[src/rtl/iso_power_sequencer_if.sv]
// rtl/iso_power_sequencer_if.sv - request, acknowledge and status nets of the power sequencer
interface iso_power_sequencer_if;
    logic       pwr_down_req;
    logic       pwr_up_req;
    logic       pwr_ack;
    logic       iso;
    logic       pwr_en;
    logic       dom_rst;
    logic       busy;
    logic       done;
    logic       err;
    logic [2:0] state;

    modport master (
        output pwr_down_req, pwr_up_req, pwr_ack,
        input  iso, pwr_en, dom_rst, busy, done, err, state
    );

    modport slave (
        input  pwr_down_req, pwr_up_req, pwr_ack,
        output iso, pwr_en, dom_rst, busy, done, err, state
    );
endinterface

[src/rtl/iso_power_sequencer.sv]
// rtl/iso_power_sequencer.sv - isolation, power switch and domain reset sequencer
module iso_power_sequencer #(
    parameter int ISO_SETUP   = 4,
    parameter int RST_HOLD    = 8,
    parameter int ISO_HOLD    = 2,
    parameter int ACK_TIMEOUT = 64,
    parameter int CW          = 8
) (
    input  logic                        clk,
    input  logic                        rst,
    iso_power_sequencer_if.slave        bus
);

    typedef enum logic [2:0] {
        S_OFF     = 3'd0,
        S_PWR_UP  = 3'd1,
        S_RST_REL = 3'd2,
        S_ISO_REL = 3'd3,
        S_ON      = 3'd4,
        S_ISO_ON  = 3'd5,
        S_RST_ON  = 3'd6,
        S_PWR_DN  = 3'd7
    } state_t;

    // Refuse to elaborate with counts that the timer cannot reach
    if (ISO_SETUP < 1 || RST_HOLD < 1 || ISO_HOLD < 1 || ACK_TIMEOUT < 4 ||
        ISO_SETUP > (2**CW - 1) || RST_HOLD > (2**CW - 1) ||
        ISO_HOLD > (2**CW - 1) || ACK_TIMEOUT > (2**CW - 1)) begin : g_param_check
        $error("iso_power_sequencer: timing parameter out of range");
    end

    localparam logic [CW-1:0] ISO_SETUP_LAST = CW'(ISO_SETUP - 1);
    localparam logic [CW-1:0] RST_HOLD_LAST  = CW'(RST_HOLD - 1);
    localparam logic [CW-1:0] ISO_HOLD_LAST  = CW'(ISO_HOLD - 1);
    localparam logic [CW-1:0] ACK_LAST       = CW'(ACK_TIMEOUT - 1);

    logic          sync1_q;
    logic          sack_q;
    state_t        state_q, state_d;
    logic          err_q, err_d;
    logic          done_q, done_d;
    logic [CW-1:0] timer_q, timer_d;
    logic          iso_q, pwr_en_q, dom_rst_q, busy_q;

    // {iso, pwr_en, dom_rst, busy} for a state; ERR sits in S_OFF so it shares OFF's outputs
    function automatic logic [3:0] moore_outs(state_t s);
        case (s)
            S_OFF:     moore_outs = 4'b1010;
            S_PWR_UP:  moore_outs = 4'b1111;
            S_RST_REL: moore_outs = 4'b1111;
            S_ISO_REL: moore_outs = 4'b1101;
            S_ON:      moore_outs = 4'b0100;
            S_ISO_ON:  moore_outs = 4'b1101;
            S_RST_ON:  moore_outs = 4'b1111;
            S_PWR_DN:  moore_outs = 4'b1011;
            default:   moore_outs = 4'b1010;
        endcase
    endfunction

    // Two-flop synchroniser for the asynchronous switch acknowledge
    always_ff @(posedge clk) begin
        if (rst) begin
            sync1_q <= 1'b0;
            sack_q  <= 1'b0;
        end else begin
            sync1_q <= bus.pwr_ack;
            sack_q  <= sync1_q;
        end
    end

    // Next-state, done pulse and timer; ERR freezes everything until rst
    always_comb begin
        state_d = state_q;
        err_d   = err_q;
        done_d  = 1'b0;
        if (!err_q) begin
            case (state_q)
                S_OFF: begin
                    if (bus.pwr_up_req) state_d = S_PWR_UP;
                end
                S_PWR_UP: begin
                    if (sack_q) begin
                        state_d = S_RST_REL;
                    end else if (timer_q == ACK_LAST) begin
                        state_d = S_OFF;
                        err_d   = 1'b1;
                    end
                end
                S_RST_REL: begin
                    if (timer_q == RST_HOLD_LAST) state_d = S_ISO_REL;
                end
                S_ISO_REL: begin
                    if (timer_q == ISO_HOLD_LAST) begin
                        state_d = S_ON;
                        done_d  = 1'b1;
                    end
                end
                S_ON: begin
                    if (bus.pwr_down_req) state_d = S_ISO_ON;
                end
                S_ISO_ON: begin
                    if (timer_q == ISO_SETUP_LAST) state_d = S_RST_ON;
                end
                S_RST_ON: begin
                    state_d = S_PWR_DN;
                end
                S_PWR_DN: begin
                    if (!sack_q) begin
                        state_d = S_OFF;
                        done_d  = 1'b1;
                    end else if (timer_q == ACK_LAST) begin
                        state_d = S_OFF;
                        err_d   = 1'b1;
                    end
                end
                default: state_d = S_OFF;
            endcase
        end

        // Timer restarts on any transition (including into ERR) and saturates in stable states
        if (state_d != state_q || err_d != err_q) begin
            timer_d = '0;
        end else if (timer_q == {CW{1'b1}}) begin
            timer_d = timer_q;
        end else begin
            timer_d = timer_q + 1'b1;
        end
    end

    // FSM register with Moore outputs registered from the next state
    always_ff @(posedge clk) begin
        if (rst) begin
            state_q   <= S_OFF;
            err_q     <= 1'b0;
            done_q    <= 1'b0;
            timer_q   <= '0;
            iso_q     <= 1'b1;
            pwr_en_q  <= 1'b0;
            dom_rst_q <= 1'b1;
            busy_q    <= 1'b0;
        end else begin
            state_q   <= state_d;
            err_q     <= err_d;
            done_q    <= done_d;
            timer_q   <= timer_d;
            {iso_q, pwr_en_q, dom_rst_q, busy_q} <= moore_outs(state_d);
        end
    end

    assign bus.iso     = iso_q;
    assign bus.pwr_en  = pwr_en_q;
    assign bus.dom_rst = dom_rst_q;
    assign bus.busy    = busy_q;
    assign bus.done    = done_q;
    assign bus.err     = err_q;
    assign bus.state   = state_q;

endmodule
[src/flat_wrapper.sv]
// flat-port wrapper written by rule: the top's interface ports become plain ports
module iso_power_sequencer_flat 
#(
    parameter int ISO_SETUP   = 4,
    parameter int RST_HOLD    = 8,
    parameter int ISO_HOLD    = 2,
    parameter int ACK_TIMEOUT = 64,
    parameter int CW          = 8
)
  (clk, rst, bus_pwr_down_req, bus_pwr_up_req, bus_pwr_ack, bus_iso, bus_pwr_en, bus_dom_rst, bus_busy, bus_done, bus_err, bus_state);
  iso_power_sequencer_if bus_i ();
  input  logic clk;
  input  logic rst;
  input wire logic [$bits(bus_i.pwr_down_req)-1:0] bus_pwr_down_req;
  input wire logic [$bits(bus_i.pwr_up_req)-1:0] bus_pwr_up_req;
  input wire logic [$bits(bus_i.pwr_ack)-1:0] bus_pwr_ack;
  output wire logic [$bits(bus_i.iso)-1:0] bus_iso;
  output wire logic [$bits(bus_i.pwr_en)-1:0] bus_pwr_en;
  output wire logic [$bits(bus_i.dom_rst)-1:0] bus_dom_rst;
  output wire logic [$bits(bus_i.busy)-1:0] bus_busy;
  output wire logic [$bits(bus_i.done)-1:0] bus_done;
  output wire logic [$bits(bus_i.err)-1:0] bus_err;
  output wire logic [$bits(bus_i.state)-1:0] bus_state;
  assign bus_i.pwr_down_req = bus_pwr_down_req;
  assign bus_i.pwr_up_req = bus_pwr_up_req;
  assign bus_i.pwr_ack = bus_pwr_ack;
  assign bus_iso = bus_i.iso;
  assign bus_pwr_en = bus_i.pwr_en;
  assign bus_dom_rst = bus_i.dom_rst;
  assign bus_busy = bus_i.busy;
  assign bus_done = bus_i.done;
  assign bus_err = bus_i.err;
  assign bus_state = bus_i.state;
  iso_power_sequencer #(.ISO_SETUP(ISO_SETUP), .RST_HOLD(RST_HOLD), .ISO_HOLD(ISO_HOLD), .ACK_TIMEOUT(ACK_TIMEOUT), .CW(CW)) u_core (.clk(clk), .rst(rst), .bus(bus_i));
endmodule
[config.mk]
export PLATFORM = sky130hd
export DESIGN_NAME = iso_power_sequencer_flat
export DESIGN_NICKNAME = d
export VERILOG_FILES = /design/src/rtl/iso_power_sequencer_if.sv /design/src/rtl/iso_power_sequencer.sv /design/src/flat_wrapper.sv
export SDC_FILE = /design/constraint.sdc
export NUM_CORES = 1
export LEC_CHECK = 0
export BUFFER_PORTS_ARGS = -buffer_cell sky130_fd_sc_hd__buf_4
export CAP_MARGIN = 10
export CORE_ASPECT_RATIO = 1.2
export CORE_MARGIN = 10
export CORE_UTILIZATION = 49
export DETAILED_ROUTE_END_ITERATION = 8
export GPL_TIMING_DRIVEN = 0
export PLACE_DENSITY = 0.69
export SETUP_SLACK_MARGIN = 0.2
export SYNTH_ARGS = -nofsm -noshare
export SYNTH_HDL_FRONTEND = slang
export SYNTH_SLANG_ARGS = --single-unit
[constraint.sdc]
create_clock -name clk -period 2.45 [get_ports clk]
set_input_delay 0.3675 -clock clk [delete_from_list [all_inputs] [get_ports clk]]
set_output_delay 0.3675 -clock clk [all_outputs]
set_load 0.05 [all_outputs]
==> flow_summary.ini <==
[routing]
finalWirelength_um = 2760
routedWlPerCell_um = 14.4
vias = 1116
ant_nets = 0
post-route-drc-count = 0
viasPerCell = 5.84
dr.pass1.iters = 4
drtIter0Drc = 25

[setup_path]
reg2regPathDepth = 6
crit_path_start = u_core.bus.state[0]
endpoint_kind = register
crit_path_end = u_core.bus.pwr_en
critPathArrivalTime_ns = 2.27
reg2reg_to = u_core.bus.pwr_en
reg2reg_slack_ns = 0.40
path_class = register to register
startpoint_type = register
reg2reg_from = u_core.bus.state[0]
path_max_fanout = 10
required_ns = 2.67

[yosys]
synth_top_area_share_pct = 31.0
synthArstFlopShare_pct = 0
ys_top_cells_by_count = dfxtp_1 (19), nor2_1 (15), nor4_1 (9)
synth_cells = 143
yosysTopAreaCell = dfxtp_1
ys_warn_count = 0
synth_cell_type_count = 57
synth_most_common_cell = dfxtp_1
synth_nets = 151
yosysSeqAreaShare_pct = 31.0
synth_area_leaders = dfxtp_1 (31%), nor2_1 (4.6%), nor4_1 (4.6%)
yosys_register_bits = 19
syn_area_mm2 = 0.00123
synth.avg_cell_area_um2 = 8.59
synth_enable_flop_cells = 0
synth_ff_type = dfxtp_1

[global_route]
grt_pass1_wl_um = 4690
track_usage_pct = 11.9
antenna_found_initial = 0
overflow = 0
grt_pass1_vias = 1046
grt_max_degree = 11

[timing]
report.final.slew_viol_count = 0
setup_tns_ns = 0
worst_pin_slew_ns = 0.572
relSlewSlack_pct = 61.6
finalClockSkew_ns = 0.00331
holdWs_ns = 0.271
post-route-period-util_pct = 83.6
rsz0062_at_grt = false
finalSetupViolCount = 0
fin_crit_ns = 2.05
final_hold_viol_count = 0
max_freq_mhz = 488

[place]
routabilityCongestion = 0.855
dpl.cell_count = 187
numPortBuffers = 13
dp_hpwl_um = 2150

[clock_tree]
clkTransAtPathRegs_ns = 0.11
cts_tree = done
clock_latency_ns = 0.30
ctsHoldBuffers = 0
cts.sinks = 19
clk_path_buf_depth = 2
htree_levels = 1
cts_buffers = 3
clockRootBuffer = clkbuf_4
cts_setup_buffers = 0

[floorplanning]
start_util_pct = 52.2
die_area_mm2 = 0.00492
fp-row-count = 19
core_mm2 = 0.00235
dieWidth_um = 65.7
io_pins = 14
die_y_um = 74.9

[power]
power.density_mw_per_mm2 = 436
power_mw = 0.607
peakVddDrop_mv = 0.385
p_leak_nw = 0.548

[outcome]
status = finished, final reports clean

[layout]
fillers = 218
synthToLayoutAreaGrowth_pct = 13.2
multi_input_area_um2 = 772
final_core_util_pct = 59.1
final-instance-count-excl-fill = 191
regArea_um2 = 380
drive_gt1_share_pct = 20.0
num_antenna_cells = 0
finalNetCount = 169

[min_path]
holdCritPathClass = primary input to register

[flow_run]
maxCapViolations = 0
## how the worst min path moves through the flow
stage               slack, ns  depth (start not counted)            from             end
global placement         0.43                          1  u_core.sync1_q   u_core.sack_q
detailed placement       0.44                          1  u_core.sync1_q   u_core.sack_q
CTS                      0.26                          2     bus_pwr_ack  u_core.sync1_q
global route             0.27                          2     bus_pwr_ack  u_core.sync1_q
finish                   0.27                          2     bus_pwr_ack  u_core.sync1_q
floorplan                0.41                          1  u_core.sync1_q   u_core.sack_q
## cell usage in the layout (no fill, tap or decap), types with 2 or more instances in the layout
master and instances:
inv_1 4, nor2b_1 4, nor4_1 9, nor3_1 3
ha_1 3, o21ai_0 4, nor2_1 15, or3_1 2
clkbuf_1 3, and3b_1 2, a41oi_1 2, and3_1 2
o21bai_1 2, nand3b_1 3, a21oi_1 4, nand3_1 8
buf_6 3, o21ai_1 2, dfxtp_1 19, clkbuf_4 3
o211ai_1 2, nand2b_1 3, buf_4 15, a211oi_1 2
nand2_1 8
## state kept, by name (all words and copies together) (netlist names)
register	cells
u_core.sync1_q	1
u_core.bus.err	1
u_core.bus.pwr_en	1
u_core.bus.state	3
u_core.timer_q	8
u_core.bus.busy	1
u_core.bus.dom_rst	1
u_core.bus.iso	1
u_core.sack_q	1
u_core.bus.done	1
## area by class of cell
cell class	count	area share, %
Buffer	8	4.41
Clock buffer	4	1.89
Inverter	4	1.08
Multi-Input combinational cell	112	55.5
Sequential cell	19	27.3
Tap cell	31	2.79
Timing Repair Buffer	13	7.01
## kinds of logic after synthesis
| group | after synthesis | share of synthesized area [%] |
|---|---|---|
| compound gates | 34 | 23.8 |
| xor+xnor | 2 | 1.43 |
| flops | 19 | 31.0 |
| fa+ha+maj | 3 | 3.06 |
| simple gates | 72 | 33.7 |
| buf+inv | 12 | 6.21 |
| mux | 1 | 0.815 |
## metrics by stage
stage / instance area, um2 / setup WS, ns
floorplan: 1230 / 0.376
global placement: 1370 / 0.435
detailed placement: 1370 / 0.397
CTS: 1390 / 0.386
global route: 1390 / 0.225
finish: 1390 / 0.401
## report_power, final
part / switching, mW / total, mW / leakage (nW) / internal (mW)
registers: 0.0120 / 0.332 / 0.155 / 0.320
logic: 0.0695 / 0.116 / 0.378 / 0.0464
clock network: 0.0954 / 0.159 / 0.0150 / 0.0635
## layer usage
metal / global-route usage [%] / up-vias / wire length, um
met5: 0 / - / 0
met4: 7.38 / 0 / 67
met3: 2.52 / 7 / 97
met2: 20.9 / 19 / 1410
met1: 12.7 / 516 / 1180
li1: - / 574 / -
## critical path: stages (launching register included)
cell and delay (ns):
dfxtp_1 0.49, buf_6 0.18, nor4bb_1 0.28, nand4_1 0.17, a211oi_1 0.45, nor3b_1 0.13
a221oi_2 0.27
## timing repair
action,in CTS,in global routing
setup endpoints to repair,0,1
hold endpoints to repair,0,0
gates resized for setup,0,1
Power figures use the tool's default switching activity.
